--- config.mk ---
export PLATFORM = sky130hd
export DESIGN_NAME = uart_tx_fifo_gen2
export DESIGN_NICKNAME = d
export VERILOG_FILES = /design/src/rtl/uart_tx_fifo_gen2.sv
export SDC_FILE = /design/constraint.sdc
export NUM_CORES = 1
export LEC_CHECK = 0
export ABC_AREA = 1
export CORE_ASPECT_RATIO = 2
export CORE_MARGIN = 10
export CORE_UTILIZATION = 53
export DETAILED_ROUTE_END_ITERATION = 8
export PLACE_DENSITY = 0.79
export SLEW_MARGIN = 20
export SYNTH_ARGS = -nofsm -noshare
export SYNTH_HDL_FRONTEND = slang
export SYNTH_SLANG_ARGS = --single-unit
--- constraint.sdc ---
create_clock -name CLK -period 2.9 [get_ports CLK]
set_clock_uncertainty 0.15 [all_clocks]
set_input_delay 0.29 -clock CLK [delete_from_list [all_inputs] [get_ports CLK]]
set_output_delay 0.29 -clock CLK [all_outputs]
set_load 0.005 [all_outputs]
--- src/rtl/uart_tx_fifo_gen2.sv ---
// UART transmitter with an input FIFO, internal bit-rate prescaler, optional parity
// and one or two stop bits; queued words go out back-to-back with no idle gap.
module uart_tx_fifo_gen2 #(
  parameter int unsigned DATA_WIDTH  = 8,
  parameter int unsigned PRESC_WIDTH = 6,
  parameter int unsigned FIFO_DEPTH  = 4
) (
  input  logic                          CLK,
  input  logic                          RST,
  input  logic                          PAR_EN,
  input  logic                          PAR_TYP,
  input  logic                          STOP2,
  input  logic [PRESC_WIDTH-1:0]        Prescale,
  input  logic [DATA_WIDTH-1:0]         TX_IN_P,
  input  logic                          TX_IN_V,
  output logic                          TX_IN_R,
  output logic                          TX_OUT_S,
  output logic                          TX_OUT_V,
  output logic [$clog2(FIFO_DEPTH):0]   FIFO_LVL
);

  localparam int unsigned AW = $clog2(FIFO_DEPTH);
  localparam int unsigned LW = AW + 1;
  localparam int unsigned BW = $clog2(DATA_WIDTH);
  localparam int unsigned PW = PRESC_WIDTH;

  typedef enum logic [2:0] {
    S_IDLE,
    S_START,
    S_DATA,
    S_PARITY,
    S_STOP
  } state_e;

  state_e                state_q, state_d;
  logic [DATA_WIDTH-1:0] data_q, data_d;
  logic                  par_en_q, par_en_d;
  logic                  par_typ_q, par_typ_d;
  logic                  stop2_q, stop2_d;
  logic [PW-1:0]         presc_q, presc_d;
  logic [PW-1:0]         cnt_q, cnt_d;
  logic [BW-1:0]         bit_q, bit_d;
  logic                  stop_idx_q, stop_idx_d;
  logic                  tx_s_q, tx_s_d;
  logic                  tx_v_q, tx_v_d;
  logic [AW-1:0]         wr_ptr_q, wr_ptr_d;
  logic [AW-1:0]         rd_ptr_q, rd_ptr_d;
  logic [LW-1:0]         lvl_q, lvl_d;
  logic [DATA_WIDTH-1:0] mem_q [FIFO_DEPTH];

  logic push;
  logic pop;
  logic bit_end;

  assign TX_IN_R  = (lvl_q != LW'(FIFO_DEPTH));
  assign TX_OUT_S = tx_s_q;
  assign TX_OUT_V = tx_v_q;
  assign FIFO_LVL = lvl_q;

  // Frame sequencing, FIFO bookkeeping and next line value
  always_comb begin
    state_d    = state_q;
    data_d     = data_q;
    par_en_d   = par_en_q;
    par_typ_d  = par_typ_q;
    stop2_d    = stop2_q;
    presc_d    = presc_q;
    bit_d      = bit_q;
    stop_idx_d = stop_idx_q;
    rd_ptr_d   = rd_ptr_q;
    wr_ptr_d   = wr_ptr_q;
    pop        = 1'b0;
    push       = TX_IN_V && TX_IN_R;
    bit_end    = (cnt_q == presc_q - PW'(1));
    cnt_d      = bit_end ? '0 : cnt_q + PW'(1);

    case (state_q)
      S_IDLE: begin
        cnt_d = '0;
        if (lvl_q != '0) pop = 1'b1;
      end
      S_START: begin
        if (bit_end) begin
          state_d = S_DATA;
          bit_d   = '0;
        end
      end
      S_DATA: begin
        if (bit_end) begin
          if (bit_q == BW'(DATA_WIDTH - 1)) begin
            state_d    = par_en_q ? S_PARITY : S_STOP;
            stop_idx_d = 1'b0;
          end else begin
            bit_d = bit_q + BW'(1);
          end
        end
      end
      S_PARITY: begin
        if (bit_end) begin
          state_d    = S_STOP;
          stop_idx_d = 1'b0;
        end
      end
      S_STOP: begin
        if (bit_end) begin
          if (stop2_q && !stop_idx_q) stop_idx_d = 1'b1;
          else if (lvl_q != '0)       pop = 1'b1;
          else                        state_d = S_IDLE;
        end
      end
      default: state_d = S_IDLE;
    endcase

    // Frame start: take the FIFO head and freeze the line configuration
    if (pop) begin
      state_d   = S_START;
      cnt_d     = '0;
      data_d    = mem_q[rd_ptr_q];
      par_en_d  = PAR_EN;
      par_typ_d = PAR_TYP;
      stop2_d   = STOP2;
      presc_d   = (Prescale == '0) ? PW'(1) : Prescale;
      rd_ptr_d  = rd_ptr_q + AW'(1);
    end

    if (push) wr_ptr_d = wr_ptr_q + AW'(1);
    lvl_d = lvl_q + LW'(push) - LW'(pop);

    case (state_d)
      S_START:  tx_s_d = 1'b0;
      S_DATA:   tx_s_d = data_d[bit_d];
      S_PARITY: tx_s_d = par_typ_d ? ~^data_d : ^data_d;
      default:  tx_s_d = 1'b1;
    endcase
    tx_v_d = (state_d != S_IDLE);
  end

  always_ff @(posedge CLK) begin
    if (!RST) begin
      state_q    <= S_IDLE;
      data_q     <= '0;
      par_en_q   <= 1'b0;
      par_typ_q  <= 1'b0;
      stop2_q    <= 1'b0;
      presc_q    <= PW'(1);
      cnt_q      <= '0;
      bit_q      <= '0;
      stop_idx_q <= 1'b0;
      tx_s_q     <= 1'b1;
      tx_v_q     <= 1'b0;
      wr_ptr_q   <= '0;
      rd_ptr_q   <= '0;
      lvl_q      <= '0;
    end else begin
      state_q    <= state_d;
      data_q     <= data_d;
      par_en_q   <= par_en_d;
      par_typ_q  <= par_typ_d;
      stop2_q    <= stop2_d;
      presc_q    <= presc_d;
      cnt_q      <= cnt_d;
      bit_q      <= bit_d;
      stop_idx_q <= stop_idx_d;
      tx_s_q     <= tx_s_d;
      tx_v_q     <= tx_v_d;
      wr_ptr_q   <= wr_ptr_d;
      rd_ptr_q   <= rd_ptr_d;
      lvl_q      <= lvl_d;
      if (push) mem_q[wr_ptr_q] <= TX_IN_P;
    end
  end

endmodule
---- After elaboration in Yosys (flattened, before gate mapping) ----
Memories as Yosys holds them, arrays and structs flattened. A register that Yosys moved wholly into a read port is not among the register bits.
Index checks and enable logic that the tools add are counted.
storage, ports and cells
  register bits ........................... 39
  bits in writable memories ............... 32
  input port bits ......................... 20
  output and inout bits ................... 6
  logic and storage cells ................. 87
  memories kept ........................... 1
operators by class
  $add $sub $neg .......................... 7
  order comparisons ....................... 1
  equality and inequality tests ........... 15
  mux-type cells .......................... 36
  bitwise gates (word level) .............. 1
  reductions and logical operators ........ 12
memory list
  name   depth  bits a word  read ports  clocked after Yosys merged registers in  wr ports  RTL line  text
  mem_q  4      8            1           1                                        1         49        logic [DATA_WIDTH-1:0] mem_q [FIFO_DEPTH];
operators with widths
  cell                 count
  $mux 3               12
  $pmux 3 s5           1
  $mux 1               14
  $eq 3x2->1 const B   4
  $ne 2x2->1 const B   5
  $reduce_bool 3->1    3
  $mux 8               1
  $reduce_xnor 8->1    1
  $reduce_xor 8->1     1
  $add 6x1->6 const B  1
  $eq 3x1->1 const B   2
  $eq 3x3->1 const B   2
  $eq 6x6->1           1
  $logic_not 6->1      1
  $mux 6               1
  $pmux 1 s3           2
  $pmux 3 s2           1
  $reduce_and 6->1     1
  $sub 6x1->6 const B  1
  $add 2x1->2 const B  2
  $lt 3x4->1 const B   1
  $mux 2               2
  $reduce_or 4->1      1
  $add 3x1->3          1
  other kinds (9)      10

---- Longest topological paths before layout ----
Gate-level depths: netlist (run 1).
  word-level depth ........................ 9
  depth in mapped cells ................... 24
  gate-level depth less buffers ........... 24

---- Worst setup path before layout (run 1) ----
Ideal clock, no wire load.
  kind .................................... flip-flop to flip-flop
  from .................................... register presc_q[0]
  to ...................................... register lvl_q[1], in the netlist FIFO_LVL[1]
  library setup time ...................... 0.109 ns
  arrival ................................. 2.574 ns
  required time ........................... 2.641 ns
  setup slack ............................. 0.066 ns
  stages on the path, launching flop included .. 16
  buffers on the path ..................... 1
  clock period less this slack ............ 2.834 ns
  path through ............................ dfxtp_1 > inv_1 > ha_1 > xnor2_1 > nor2_1 > nand3_2 > nor2_4 > nand3_4 > nand2_4 > buf_4 > ha_1 > inv_1 > ha_1 > fa_1 > nand2_1 > inv_1
on the way
  longest elaborated chain between the ends .. 5
ends and longest elaborated chain
  what                      RTL line  text
  start: declaration        40        logic [PW-1:0] presc_q, presc_d;
  start signal: assignment  160       presc_q <= presc_d;
  $sub 6x1->6               74        bit_end = (cnt_q == presc_q - PW'(1));
  $eq 6x6->1                74
  $mux 1                    105       if (bit_end) begin
  $pmux 1 s2                77        case (state_q)
  $sub 3x1->3               127       lvl_d = lvl_q + LW'(push) - LW'(pop);
  net lvl_d[1]              48        logic [LW-1:0] lvl_q, lvl_d;
  end signal: assignment    168       lvl_q <= lvl_d;
  end: declaration          48
The timed path passes the listed nets, and every way through them passes these cells.
A chain may end at the register's enable or synchronous reset.

---- Worst setup path after layout (run 1) ----
  from .................................... register presc_q[0]
  to ...................................... register lvl_q[2], in the netlist FIFO_LVL[2]
on the way
  longest elaborated chain between the ends .. 5
ends and longest elaborated chain
  what         RTL line
  $sub 6x1->6  74
  $eq 6x6->1   74
  $mux 1       105
  $pmux 1 s2   77
  $sub 3x1->3  127
Every way passes these cells.

==> summary.txt, run 1 <==
Run status
  • Status: completed

Hold path
  • Hold WC Path Type: register to register

Detailed routing
  • DR pass1 iterations: 4
  • Final ANT Viol Nets: 0
  • Drt wl/cell: 12.8 um
  • Avg Vias per Cell: 5.09
  • Via count: 2954
  • Final WL: 7.40 mm
  • Number of remaining DRC errors: 0
  • 1st-iter DRT viols: 197

Die
  • FP Rows: 42
  • Core area: 6570 um^2
  • # IOs: 26
  • Die Span Y: 136 um
  • Initial Util: 0.541
  • Die W: 77.9 um
  • Die Area: 10600 um^2

Synth
  • Post-synthesis sequential area ratio: 0.501
  • Cell count after synthesis: 449
  • Post-Syn Nets: 479
  • Syn avg cell area: 7.92 um^2
  • Synth unique cells: 35
  • FF+latch count, synth: 73
  • YS warnings: 0
  • Mapped cell area: 3550 um^2

STA
  • Final Critical Period: 2.70 ns
  • RSZ-0062 raised after global routing: no
  • FMAX: 0.370 GHz
  • Slew Limit Headroom: 0.695
  • Worst-Margin Slew: 0.456 ns
  • Final Hold Vio Count: 0
  • Max-slew violations: 0
  • Setup Viol. Count Final: 0
  • Setup TNS: 0 ns
  • Fin crit share: 0.931

GRT
  • Global route overflow: 0
  • Largest net degree at the start of global routing: 18
  • Initial antenna violation count: 0
  • GRT Max-Usage Layer: met2
  • GRT met3 Usage: 0.0357
  • Global Route met2 Usage: 0.294
  • First-pass GRT wire length: 12.6 mm
  • GRT Total Usage: 0.147
  • Vias in the first global route: 2852
  • Met1 GRT Util: 0.133

Setup path
  • R2R setup slack: 0.20 ns
  • Crit path max fanout: 15
  • Worst Setup End Kind: register
  • Critical Path Start Type: register
  • Crit path DAT: 2.77 ns
  • Kind of critical path: register to register
  • Critical Path RT: 2.97 ns

Run
  • Max_cap viols: 0

Finish
  • Final Util: 0.651
  • Area of the multi-input gates: 1500 um^2
  • Total area of sequential cells: 1780 um^2
  • Area delta synth->final: 20.4%
  • Net count, final: 517
  • Antenna cells: 0
  • Fillers: 555
  • Share of cells above drive strength 1: 0.0772

CTS
  • Post-CTS Hold Fix Bufs: 0
  • CTS tree: done
  • CTS max path bufs: 2
  • H-tree Lvls: 3
  • CTS buffer count: 9
  • Clock Sink Count: 73
  • Root Buffer: clkbuf_16
  • Clk_lat worst skew: 0.33 ns
  • Clock-pin slew on the worst setup and hold paths: 0.05 ns

Power and ir drop
  • Final Power: 4640 uW
  • Worst IR Drop VDD: 639 uV
  • PD cells: 1080 nW/um^2
  • LEAKAGE: 0.00189 uW

Placement
  • IO buf count: 25
  • Placer Congestion: 0.954
  • Hpwl dp: 5.56 mm
logic make-up after synthesis:
family / synth area share
AND/OR/NAND/NOR: 0.275
buffers and inverters: 0.0813
flip-flops: 0.501
AO/OA/AOI/OAI: 0.0905
adder cells (fa/ha/maj): 0.0373
XOR/XNOR: 0.0148
through the flow:
step | hold slack, ns | area, um^2 | setup WS [ns] | cells
floorplan | 0.239 | 3550 | 0.0662 | 449
global placement | 0.280 | 3940 | 0.189 | 563
detailed placement | 0.281 | 3940 | 0.144 | 563
CTS | 0.284 | 4250 | 0.0967 | 579
global route | 0.301 | 4280 | 0.00106 | 580
finish | 0.285 | 4280 | 0.200 | 580
report_power, final:
group | internal, uW | total [uW] | switching, uW
clock network | 747 | 1140 | 396
registers | 1280 | 1390 | 112
logic | 752 | 2100 | 1350
total | 2780 | 4640 | 1860
cells in the mapped netlist:
cell	count	area (um^2)
nand3b_1	5	37.5
o211ai_1	1	7.51
clkbuf_1	7	26.3
nor3b_1	2	15.0
a211oi_1	1	7.51
dfxtp_1	41	821
xor2_1	2	17.5
nand2_2	2	12.5
nand2_1	142	533
fa_1	1	20.0
nand2_4	1	11.3
edfxtp_1	32	961
buf_4	1	7.51
inv_1	60	225
nand3_2	1	10.0
xnor2_1	4	35.0
o31ai_1	1	7.51
a32o_1	1	10.0
nand3_4	1	17.5
buf_8	1	15.0
nor2_4	1	11.3
clkinv_1	1	3.75
o21ai_0	21	105
o21ai_2	1	8.76
a32oi_1	7	61.3
nand4_1	1	6.26
a21oi_1	21	105
o221ai_1	1	8.76
or4_1	1	7.51
nor2_1	49	184
inv_2	3	11.3
nor2_2	1	6.26
nand3_1	22	110
nor3_1	3	15.0
ha_1	9	113
what timing repair did:
item                                    CTS  global route
endpoints found under the setup margin    0             3
setup buffers                             0             1
resized for setup                         0            10
layout by cell type, fill, tap and decap left out, types with 2 or more instances in the layout:
master	Yosys	final
nor3b_1	2	2
nand2_1	142	142
inv_2	3	2
xor2_1	2	2
dfxtp_1	41	40
nor3_1	3	3
a21oi_1	21	21
buf_4	1	10
nand2_2	2	2
a32oi_1	7	7
clkdlybuf4s50_1	0	25
edfxtp_1	32	32
nand3_1	22	22
nor2_1	49	49
o21ai_0	21	17
xnor2_1	4	4
clkinv_1	1	2
o21ai_1	0	4
bufinv_16	0	2
nand3b_1	5	5
inv_1	60	60
ha_1	9	8
clkbuf_16	0	9
clkinv_2	0	2
worst paths after layout:
check	start	to	depth (start not counted)
worst max-delay path	presc_q[0]$_SDFFE_PN1N_	FIFO_LVL[2]$_SDFF_PN0_	14
worst min-delay path	rd_ptr_q[1]$_SDFFE_PN0N_	register	1
worst max register to register	presc_q[0]$_SDFFE_PN1N_	FIFO_LVL[2]$_SDFF_PN0_	14
worst min register to register	rd_ptr_q[1]$_SDFFE_PN0N_	register	1
final cells by class:
class / instances / share of cell area
inverters: 64 / 0.0567
well taps: 88 / 0.0257
clock inverters: 6 / 0.0193
multi-input cells: 303 / 0.349
flip-flops and latches: 73 / 0.417
repair buffers: 36 / 0.0787
clock buffers: 10 / 0.0535
sequential cells by signal, summed over array words and instances (netlist names), named ones only:
register    cells
state_q         3
par_typ_q       1
mem_q          32
rd_ptr_q        2
FIFO_LVL        3
bit_q           3
wr_ptr_q        2
par_en_q        1
TX_OUT_V        1
stop_idx_q      1
stop2_q         1
presc_q         6
cnt_q           6
TX_OUT_S        1
data_q          8
worst max-delay path, cell delays in order, from the launching register on:
cell and delay, ns:
dfxtp_2 0.33, inv_1 0.13, ha_2 0.30, xnor2_1 0.12, nor2_1 0.11, nand3_2 0.11, nor2_4 0.12, nand3_4 0.11
nand2_8 0.15, ha_1 0.14, inv_1 0.04, ha_1 0.18, fa_1 0.38, xnor2_1 0.18, nor2_1 0.05
layer usage:
layer | vias up | share of wire
met1 | 1357 | 0.35
met3 | 20 | 0.037
li1 | 1517 | -
met2 | 60 | 0.58
met5 | - | 0
met4 | 0 | 0.030
No activity file was read; power rests on OpenSTA's default activity.
==> run 2, diff against run 1 <==
--- a/config.mk
+++ b/config.mk
@@ -6,6 +6,7 @@
 export NUM_CORES = 1
 export LEC_CHECK = 0
 export ABC_AREA = 1
+export CAP_MARGIN = 20
 export CORE_ASPECT_RATIO = 2
 export CORE_MARGIN = 10
 export CORE_UTILIZATION = 53
==> results of run 2 <==
Final layout, timing and power as in run 1 (identical DEF).
==> run 3, diff against run 2 <==
--- a/config.mk
+++ b/config.mk
@@ -8,8 +8,8 @@
 export ABC_AREA = 1
 export CAP_MARGIN = 20
 export CORE_ASPECT_RATIO = 2
-export CORE_MARGIN = 10
 export CORE_UTILIZATION = 53
+export CTS_CLUSTER_DIAMETER = 60
 export DETAILED_ROUTE_END_ITERATION = 8
 export PLACE_DENSITY = 0.79
 export SLEW_MARGIN = 20
==> run 3 against run 2 <==
Effect of this change:
- worst hold slack better by 0.026 ns
- total power down 3.8%
- die area shrank 33%
- final cell count is the same
- global-route usage increased by 8.7 points
- via count grew 0.51%
- utilization rose by 0.89 points
- combinational power about the same
- critical path type unchanged
==> summary.txt, run 3 (same netlist as run 1, synthesis figures left out) <==
GRT
  • Vias in the first global route: 2892 (was 2852)
  • Largest net degree at the start of global routing: 20 (was 18)
  • Initial antenna violation count: 0 (unchanged)
  • First-pass GRT wire length: 12.2 mm (was 12.6 mm)
  • Global route overflow: 0 (unchanged)
  • GRT Total Usage: 0.234 (was 0.147)

Detailed routing
  • Via count: 2969 (was 2954)
  • Avg Vias per Cell: 5.12 (was 5.09)
  • Final WL: 7.13 mm (was 7.40 mm)
  • DR pass1 iterations: 4 (unchanged)
  • Final ANT Viol Nets: 0 (unchanged)
  • 1st-iter DRT viols: 121 (was 197)
  • Drt wl/cell: 12.3 um (was 12.8 um)
  • Number of remaining DRC errors: 0 (unchanged)

Run
  • Max_cap viols: 0 (unchanged)

Die
  • Die Area: 7060 um^2 (was 10600 um^2)
  • Die W: 59.9 um (was 77.9 um)
  • Die Span Y: 118 um (was 136 um)
  • Initial Util: 0.554 (was 0.541)
  • Core area: 6410 um^2 (was 6570 um^2)
  • # IOs: 26 (unchanged)
  • FP Rows: 41 (was 42)

Power and ir drop
  • Sw Share: 0.418 (was 0.401)
  • LEAKAGE: 0.00189 uW (about the same)
  • Worst IR Drop VDD: 662 uV (was 639 uV)
  • PD cells: 1050 nW/um^2 (was 1080 nW/um^2)
  • Register share of total power: 0.312 (was 0.300)
  • P_sw: 1870 uW (was 1860 uW)
  • Int Pwr: 2600 uW (was 2780 uW)
  • Final Power: 4470 uW (was 4640 uW)
  • Logic pwr share: 0.473 (was 0.453)
  • Clock Power Share: 0.216 (was 0.246)

Hold path
  • Hold endpoint: stop2_q$_SDFFE_PN0N_
  • Hold WC Path Type: register to register (unchanged)
  • Hold Path Stages: 2 (was 1)
  • Hold Startpoint: stop2_q$_SDFFE_PN0N_ (was rd_ptr_q[1]$_SDFFE_PN0N_)

STA
  • Max-slew violations: 0 (unchanged)
  • Worst-Margin Slew: 0.460 ns (was 0.456 ns)
  • Final Critical Period: 2.74 ns (was 2.70 ns)
  • Final Hold Vio Count: 0 (unchanged)
  • Slew Limit Headroom: 0.690 (was 0.695)
  • Fin worst setup slack: 0.161 ns (was 0.200 ns)
  • Fin crit share: 0.945 (was 0.931)
  • Setup Viol. Count Final: 0 (unchanged)
  • FMAX: 0.365 GHz (was 0.370 GHz)
  • Hold slack: 0.310 ns (was 0.285 ns)

Run status
  • Status: completed (unchanged)

CTS
  • CTS max path bufs: 2 (unchanged)
  • Clk_lat worst skew: 0.33 ns (about the same)
  • H-tree Lvls: 3 (unchanged)
  • CTS tree: done (unchanged)
  • Root Buffer: clkbuf_16 (unchanged)
  • Clock-pin slew on the worst setup and hold paths: 0.05 ns (about the same)
  • CTS buffer count: 9 (unchanged)
  • Post-CTS Hold Fix Bufs: 0 (unchanged)
  • Clock Sink Count: 73 (unchanged)

Setup path
  • RR Endpoint: FIFO_LVL[1]$_SDFF_PN0_ (was FIFO_LVL[2]$_SDFF_PN0_)
  • Worst path slowest cell: fa_1 (unchanged)
  • Crit path max fanout: 9 (was 15)
  • Worst r2r src: presc_q[0]$_SDFFE_PN1N_ (unchanged)
  • R2R setup slack: 0.16 ns (was 0.20 ns)
  • Crit path DAT: 2.82 ns (was 2.77 ns)
  • Worst Setup End Kind: register (unchanged)
  • WP buf/inv: 3 (was 2)
  • Crit path cell chain: inv_1, ha_1, xnor2_1, nor2_1, nand3_2, nor2_4, nand3_4, nand2_8, ha_1, inv_1, ha_1, fa_1, nand2_1, inv_1 (was inv_1, ha_2, xnor2_1, nor2_1, nand3_2, nor2_4, nand3_4, nand2_8, ha_1, inv_1, ha_1, fa_1, xnor2_1, nor2_1)
  • Slowest stage delay, CP: 0.41 ns (was 0.38 ns)
  • FF-to-FF path depth: 14 (unchanged)
  • Delay-heaviest family, CP: adder cells (unchanged)
  • Critical Path Start Type: register (unchanged)
  • Kind of critical path: register to register (unchanged)
  • Critical Path RT: 2.98 ns (was 2.97 ns)

Finish
  • Most frequent cells in the layout: nand2_1 (142), inv_1 (60), nor2_1 (49) (unchanged)
  • Net count, final: 519 (was 517)
  • Share of cells above drive strength 1: 0.0769 (was 0.0772)
  • Area delta synth->final: 19.1% (was 20.4%)
  • Max reg flops: 32 (unchanged)
  • Top Registers: mem_q: 32 flops, data_q: 8 flops (unchanged)
  • Most common cell after layout, fill and taps aside: nand2_1 (unchanged)
  • Antenna cells: 0 (unchanged)
  • Fillers: 542 (was 555)
  • Largest Register: mem_q (unchanged)

Placement
  • Placer Congestion: 0.905 (was 0.954)
  • Dpl ws: 0.0317 ns (was 0.144 ns)
  • Hpwl dp: 5.26 mm (was 5.56 mm)
  • IO buf count: 25 (unchanged)
==> run 3: through the flow <==
stage	setup TNS (ns)	std cells	utilization	cell area, um^2
3_5_place_dp	0	561	0.614	3940
6_report	0	580	0.660	4230
2_1_floorplan	0	449	-	3550
4_1_cts	0	577	0.654	4200
5_1_grt	-0.0246	580	0.660	4230
3_3_place_gp	0	561	0.614	3940
==> run 3: routing by layer <==
layer	routed length [um]	share of wire	vias up	track usage
li1	-	-	1528	-
met1	2620	0.37	1363	0.233
met2	4030	0.57	55	0.411
met3	195	0.027	23	0.0560
met4	280	0.039	0	0.141
met5	0	0	-	0
==> run 3: worst min-delay path: cells and delay by family (launching register included) <==
family	cells	cell delay, ns
compound gates	1	0.06
buf+inv	1	0.06
flops	1	0.29
==> run 3: power by group through the flow <==
| stage | sequential, uW | combinational, uW | clock, uW |
|---|---|---|---|
| final | 1390 | 2110 | 964 |
| after global routing | 1410 | 2410 | 1030 |
| after CTS | 1390 | 2040 | 984 |
| after detailed placement | 1410 | 2020 | 0 |
| after global placement | 1400 | 1970 | 0 |
| after floorplan | 1390 | 1580 | 0 |
==> run 3: area by class of cell <==
class / count / area [um^2] / share of cell area
inverter: 64 / 243 / 0.0573
tap: 86 / 108 / 0.0254
clock inverter: 5 / 25.0 / 0.00591
multi-input combinational: 304 / 1500 / 0.355
timing repair buffer: 37 / 340 / 0.0804
sequential: 73 / 1780 / 0.421
clock buffer: 11 / 233 / 0.0550
==> run 3: worst max-delay path by stage <==
stage / from / endpoint / depth (start not counted)
global route: presc_q[0]$_SDFFE_PN1N_ / TX_OUT_S$_SDFF_PN1_ / 23
CTS: presc_q[0]$_SDFFE_PN1N_ / FIFO_LVL[1]$_SDFF_PN0_ / 14
global placement: presc_q[0]$_SDFFE_PN1N_ / FIFO_LVL[1]$_SDFF_PN0_ / 14
floorplan: presc_q[0]$_SDFFE_PN1N_ / FIFO_LVL[1]$_SDFF_PN0_ / 15
detailed placement: presc_q[0]$_SDFFE_PN1N_ / FIFO_LVL[1]$_SDFF_PN0_ / 14
finish: presc_q[0]$_SDFFE_PN1N_ / FIFO_LVL[1]$_SDFF_PN0_ / 14
==> run 3: repair_timing <==
action	4_1_cts	5_1_grt
setup endpoints to repair	0	3
hold endpoints to repair	0	0
gates resized for setup	0	5
buffers inserted	0	2
==> edit 1 (flow settings as in run 2) <==
The 5 states of `state_e` get a one-hot encoding in 5 bits.
--- a/src/rtl/uart_tx_fifo_gen2.sv
+++ b/src/rtl/uart_tx_fifo_gen2.sv
@@ -25,10 +25,10 @@
   localparam int unsigned PW = PRESC_WIDTH;
 
-  typedef enum logic [2:0] {
-    S_IDLE,
-    S_START,
-    S_DATA,
-    S_PARITY,
-    S_STOP
+  typedef enum logic [4:0] {
+    S_IDLE   = 5'b00001,
+    S_START  = 5'b00010,
+    S_DATA   = 5'b00100,
+    S_PARITY = 5'b01000,
+    S_STOP   = 5'b10000
   } state_e;
 
Function: same outputs for any inputs over 10 cycles, from zero or initial values and one cycle with RST low; not proved beyond that.
==> edit 1 against run 2 <==
Synthesized area grew 5.7%; non-clock buffer count shrank 3; sequential cell count grew 2; cell area grew 2.7%; worst setup slack gained 0.0066 ns; critical path depth is the same; routed wire length grew 9.0%; power shrank 0.15%; utilization shrank 1.8 points; highest routed layer unchanged.
==> edit 1: results (changes against run 2) <==
[hold_path]
min_path_type = reg -> reg
min_to = presc_q[5]
whs_path_depth = 2  ; +1
hp-start = presc_q[5]

[die]
design.core.area_sq_um = 6940  ; +5.7%

[grt]
grt_use_met3_pct = 3.57  ; unchanged
antenna_found_initial = 0  ; unchanged
grt_pass1_vias = 3076  ; +7.9%
track_usage_pct = 15.5  ; +0.83 points
grt_pass1_wl_mm = 13.7  ; +8.4%
grt_use_met2_pct = 29.1  ; -0.29 points
grt_max_degree = 20  ; +2
grt_use_met1_pct = 14.3  ; +1.0 points

[finish]
fin_nets = 536  ; +3.7%
drive_above_1_share_pct = 11.7  ; +4.0 points
top_regs = mem_q (32), data_q (8)
insertedDiodeCount = 0  ; unchanged

[synth]
async_flop_share_pct = 0  ; unchanged
synth-xor-area-share_pct = 1.40  ; -0.079 points
yosysTopAreaCellShare_pct = 25.6  ; -1.4 points
synth_compound_area_share_pct = 8.33  ; -0.72 points
yosys.cell_types.count = 39  ; +11%
ys_warn_count = 0  ; unchanged
syn-num-nets = 502  ; +4.8%
synth_common_cells = nand2_1, inv_1, nor2_1
yosys.area_share.adder_pct = 3.53  ; -0.20 points
yosys-top-cells-area = edfxtp_1, dfxtp_1, nand2_1
synth_edf_count = 32  ; unchanged
ys_seq_area_share_pct = 48.5  ; -1.6 points
synth.mux.area_fraction_pct = 0  ; unchanged
synthFlopType = dfxtp_1

[cts]
clkLatencyLatePin_ns = 0.33  ; about the same
ctsRootBufferMaster = clkbuf_16
cts_made_buffers = 9  ; unchanged
clockBufferDepth = 2  ; unchanged
path_clk_slew_ns = 0.06
cts.htree.levels = 3  ; unchanged

[worst_setup_path]
critPathCapture = FIFO_LVL[1]
regToRegSetupSlack_ns = 0.21
startpoint = presc_q[0]
critPathMaxFanout = 8  ; -7
ff2ff_path_depth = 14  ; unchanged
cp.arrival_ns = 2.77  ; about the same

[sta]
fin_setup_tns_ns = 0  ; unchanged
relSlewSlack_pct = 50.5  ; -19 points

[placement]
dp_hpwl_mm = 6.20  ; +12%
portBuffers = 25  ; unchanged
gp_congestion = 0.912  ; -4.4%

[detailed_routing]
dr.pass1.iters = 4  ; unchanged
drt_iter0_drc = 201  ; +2.0%
num_vias = 3059  ; +3.6%
post_drt_wl_per_cell_um = 13.4  ; +5.2%

[power_and_ir_drop]
ir_drop_mv = 0.710  ; +11%
p_leak_nw = 1.90  ; +0.42%
switchingPower_w = 0.00195  ; +5.0%

[outcome]
status = finished, final reports clean

-- edit 1: changes by cell type in the layout (fill, tap and decap cells not counted), moves of 5 or more --
cell     change
inv_1       +13
nand2_2      +9
o21ai_0     +17
a32oi_1      -7
nand2_1     -43
a21oi_1      -8
o22ai_1      +6
nand3_1      +8
nor2_1      +14
inv_2        +5
-- edit 1: worst max-delay path, stage by stage (launching register included) --
cell and delay (ns):
dfxtp_2 0.36, inv_2 0.06, ha_1 0.31, xnor2_1 0.16, nor2_2 0.11, nand3_2 0.10, nor2_4 0.16, nand3_4 0.14
nand2_4 0.11, ha_1 0.22, inv_1 0.05, ha_1 0.15, fa_1 0.42, nand2_1 0.08, inv_1 0.03
-- edit 1: cell families (layout without fill, tap and decap cells) --
kind of cell               after synthesis  count (layout)
adders and majority gates               10              10
buffers and inverters                   93             132
and+or+nand+nor                        230             230
DFF                                     75              75
AOI/OAI and AO/OA                       58              58
xor gates and xnor gates                 6               6
-- edit 1: power groups by stage --
stage | registers [W] | logic [W] | clock network (W)
2_1_floorplan | 0.00140 | 0.00173 | 0
3_3_place_gp | 0.00142 | 0.00212 | 0
3_5_place_dp | 0.00143 | 0.00217 | 0
4_1_cts | 0.00141 | 0.00219 | 0.00104
5_1_grt | 0.00143 | 0.00248 | 0.00110
6_report | 0.00141 | 0.00220 | 0.00102
-- edit 1: area by class of cell --
| cell class | count | area [sq um] |
|---|---|---|
| inverter | 83 | 314 |
| fill | 589 | 2540 |
| clock buffer | 10 | 229 |
| timing repair buffer | 33 | 314 |
| sequential | 75 | 1820 |
| multi-input combinational | 304 | 1560 |
| clock inverter | 6 | 46.3 |
| tap | 90 | 113 |
-- edit 1: per-layer routing --
metal	routed length [um]	up-vias	part of all wire, %
li1	-	1565	-
met4	323	0	4.0
met1	2880	1422	36
met3	212	21	2.6
met2	4640	51	58
met5	0	-	0
-- edit 1: through the flow --
stage / instances / utilization (%) / hold slack, ns / worst slack [ns] / area, sq um
4_1_cts: 601 / 63.3 / 0.326 / 0.127 / 4390
2_1_floorplan: 472 / - / 0.239 / 0.00211 / 3760
5_1_grt: 601 / 63.3 / 0.367 / 0.00716 / 4400
3_5_place_dp: 585 / 59.3 / 0.317 / 0.153 / 4120
3_3_place_gp: 585 / 59.3 / 0.300 / 0.260 / 4120
6_report: 601 / 63.3 / 0.326 / 0.207 / 4400
-- edit 1: repair_timing --
action / 4_1_cts / 5_1_grt
setup buffers: 0 / 0
setup endpoints to repair: 0 / 1
resized for setup: 0 / 2
==> edit 2 (config.mk and constraints of run 2) <==
Without the edit above. The parameter `PRESC_WIDTH` goes from 6 to 12.
--- a/src/rtl/uart_tx_fifo_gen2.sv
+++ b/src/rtl/uart_tx_fifo_gen2.sv
@@ -3,5 +3,5 @@
 module uart_tx_fifo_gen2 #(
   parameter int unsigned DATA_WIDTH  = 8,
-  parameter int unsigned PRESC_WIDTH = 6,
+  parameter int unsigned PRESC_WIDTH = 12,
   parameter int unsigned FIFO_DEPTH  = 4
 ) (
Interface: changed (resized Prescale); port bits go from 26 to 32. The function was not compared with the original's and may differ.
==> edit 2 against run 2 <==
Utilization rose by 1.5 points; synthesized cell count rose by 37%; via count rose by 40%; global-route usage rose by 3.0 points; die area rose by 22%; sequential cell count rose by 12; worst setup slack got worse by 0.12 ns; routed wire length rose by 55%; highest routed layer unchanged; synthesized area rose by 28%; maximum frequency fell by 4.1%; power rose by 36%; cell area rose by 30%.
==> edit 2: results (changes against run 2) <==
[worst_setup_path]
regToRegSetupSlack_ns = 0.08  ; -0.12 ns
slowest_stage = fa_2
r2r_start = presc_q[1]
critPathMaxFanout = 5  ; -10
cp_top_family = simple AND/OR/NAND/NOR gates
slowest_delay_ns = 0.41  ; +0.03 ns
worst-setup-path-type = reg -> reg
ff2ff_path_depth = 18  ; +4
cp.arrival_ns = 2.92  ; +0.15 ns
critPathCapture = FIFO_LVL[1]

[grt]
grt_use_met3_pct = 3.71  ; +0.14 points
grt_pass1_vias = 4057  ; +42%
grt_use_met2_pct = 35.0  ; +5.6 points
grt_use_met1_pct = 13.7  ; +0.38 points
antenna_found_initial = 0  ; unchanged
track_usage_pct = 17.7  ; +3.0 points
grt_pass1_wl_mm = 18.1  ; +43%
grt_max_degree = 18  ; unchanged

[detailed_routing]
drt_iter0_drc = 223  ; +13%
avgViaCountPerCell = 5.45  ; +7.0%
dr.pass1.iters = 4  ; unchanged
post_drt_wl_per_cell_um = 15.1  ; +18%

[finish]
largest_register_ffs = 32  ; unchanged
top_regs = mem_q (32), cnt_q (12), presc_q (12)
insertedDiodeCount = 0  ; unchanged
drive_above_1_share_pct = 15.2  ; +7.5 points
fill_cells = 696  ; +25%
stdcell_count = 761  ; +31%
fin_nets = 694  ; +34%

[synth]
syn-num-nets = 650  ; +36%
synth_common_cells = nand2_1, inv_1, nor2_1
synth.mux.area_fraction_pct = 0  ; unchanged
yosys-top-cells-area = dfxtp_1, edfxtp_1, nand2_1
syn_inst = 614  ; +37%
synth_edf_count = 32  ; unchanged
synth-xor-area-share_pct = 2.88  ; +1.4 points
synth_compound_area_share_pct = 8.44  ; -0.60 points
synthFlopType = dfxtp_1
yosys.area_share.adder_pct = 2.91  ; -0.83 points
ys_warn_count = 0  ; unchanged
yosys.cell_types.count = 43  ; +23%
async_flop_share_pct = 0  ; unchanged
ys_seq_area_share_pct = 44.3  ; -5.8 points

[hold_path]
min_path_type = reg -> reg

[cts]
clockBufferDepth = 2  ; unchanged
ctsRootBufferMaster = clkbuf_16
cts_made_buffers = 9  ; unchanged
clkLatencyLatePin_ns = 0.35  ; +0.02 ns
path_clk_slew_ns = 0.07  ; +0.02 ns
cts.htree.levels = 3  ; unchanged

[power_and_ir_drop]
ir_drop_mv = 0.706  ; +11%
p_leak_nw = 2.42  ; +28%

[outcome]
status = finished, final reports clean

[placement]
dp_hpwl_mm = 8.92  ; +61%
portBuffers = 31  ; +24%
place_inst = 743  ; +32%
gp_congestion = 0.950  ; -0.36%

[sta]
tightest_slew_ns = 0.775  ; +0.319 ns
setup_viol = 0  ; unchanged
finalHoldViolations = 0  ; unchanged

edit 2: worst min-delay path by stage:
stage	from	endpoint	slack (ns)	cells past startpoint
floorplan	TX_IN_P[0]	mem_q[0][0]	0.24	0
global placement	stop2_q	stop2_q	0.30	2
detailed placement	stop2_q	stop2_q	0.31	2
CTS	stop2_q	stop2_q	0.32	2
global route	stop2_q	stop2_q	0.35	2
finish	stop2_q	stop2_q	0.32	2
edit 2: area by class of cell:
cell class,count,share of cell area [%]
clock buffers,12,5.20
clock inverters,4,0.877
inverters,88,6.03
multi-input cells,426,41.0
flip-flops and latches,85,36.5
well taps,98,2.20
repair buffers,48,8.14
edit 2: metal layers:
metal,part of all wire (%),wire length (um)
met1,33,3770
met2,57,6510
met3,2.9,327
met4,7.4,847
met5,0,0
edit 2: power breakdown:
group	switching, W	internal [W]	total (W)
Combinational	0.00209	0.00124	0.00332
Clock	0.000459	0.000794	0.00125
Sequential	0.000235	0.00149	0.00173
Total	0.00278	0.00352	0.00630
edit 2: what timing repair did:
| item | in CTS | in global routing |
|---|---|---|
| resized for setup | 0 | 39 |
| hold buffers | 0 | 0 |
| endpoints found under the hold margin | 0 | 0 |
| setup endpoints to repair | 0 | 4 |
| setup buffers | 0 | 2 |
edit 2: logic make-up after synthesis:
| group | count (synthesis) |
|---|---|
| fa+ha+maj | 10 |
| xor+xnor | 15 |
| compound gates | 66 |
| flops | 85 |
| buf+inv | 103 |
| simple gates | 335 |
edit 2: worst register-to-register path, cell delays in order, from the launching register on:
cell and delay (ns):
dfxtp_2 0.36, inv_2 0.06, ha_4 0.19, xnor2_2 0.16
nand2_1 0.09, nand2_1 0.05, nor2_1 0.19, nand2_2 0.10
nor2_4 0.13, nand4_2 0.10, nand2_4 0.11, nand2_4 0.08
inv_4 0.07, ha_4 0.19, inv_2 0.06, ha_4 0.12
fa_2 0.41, nand2_1 0.07, inv_1 0.03
edit 2: through the flow:
step	utilization (%)	setup WS [ns]	TNS (ns)	area, sq um	power [W]
3_5_place_dp	60.8	0.0355	0	5080	0.00469
5_1_grt	66.6	-0.0207	-0.0243	5560	0.00676
4_1_cts	64.9	0.0250	0	5420	0.00595
6_report	66.6	0.0836	0	5560	0.00630
2_1_floorplan	-	-0.0487	-0.0915	4620	0.00396
3_3_place_gp	60.8	0.118	0	5080	0.00459
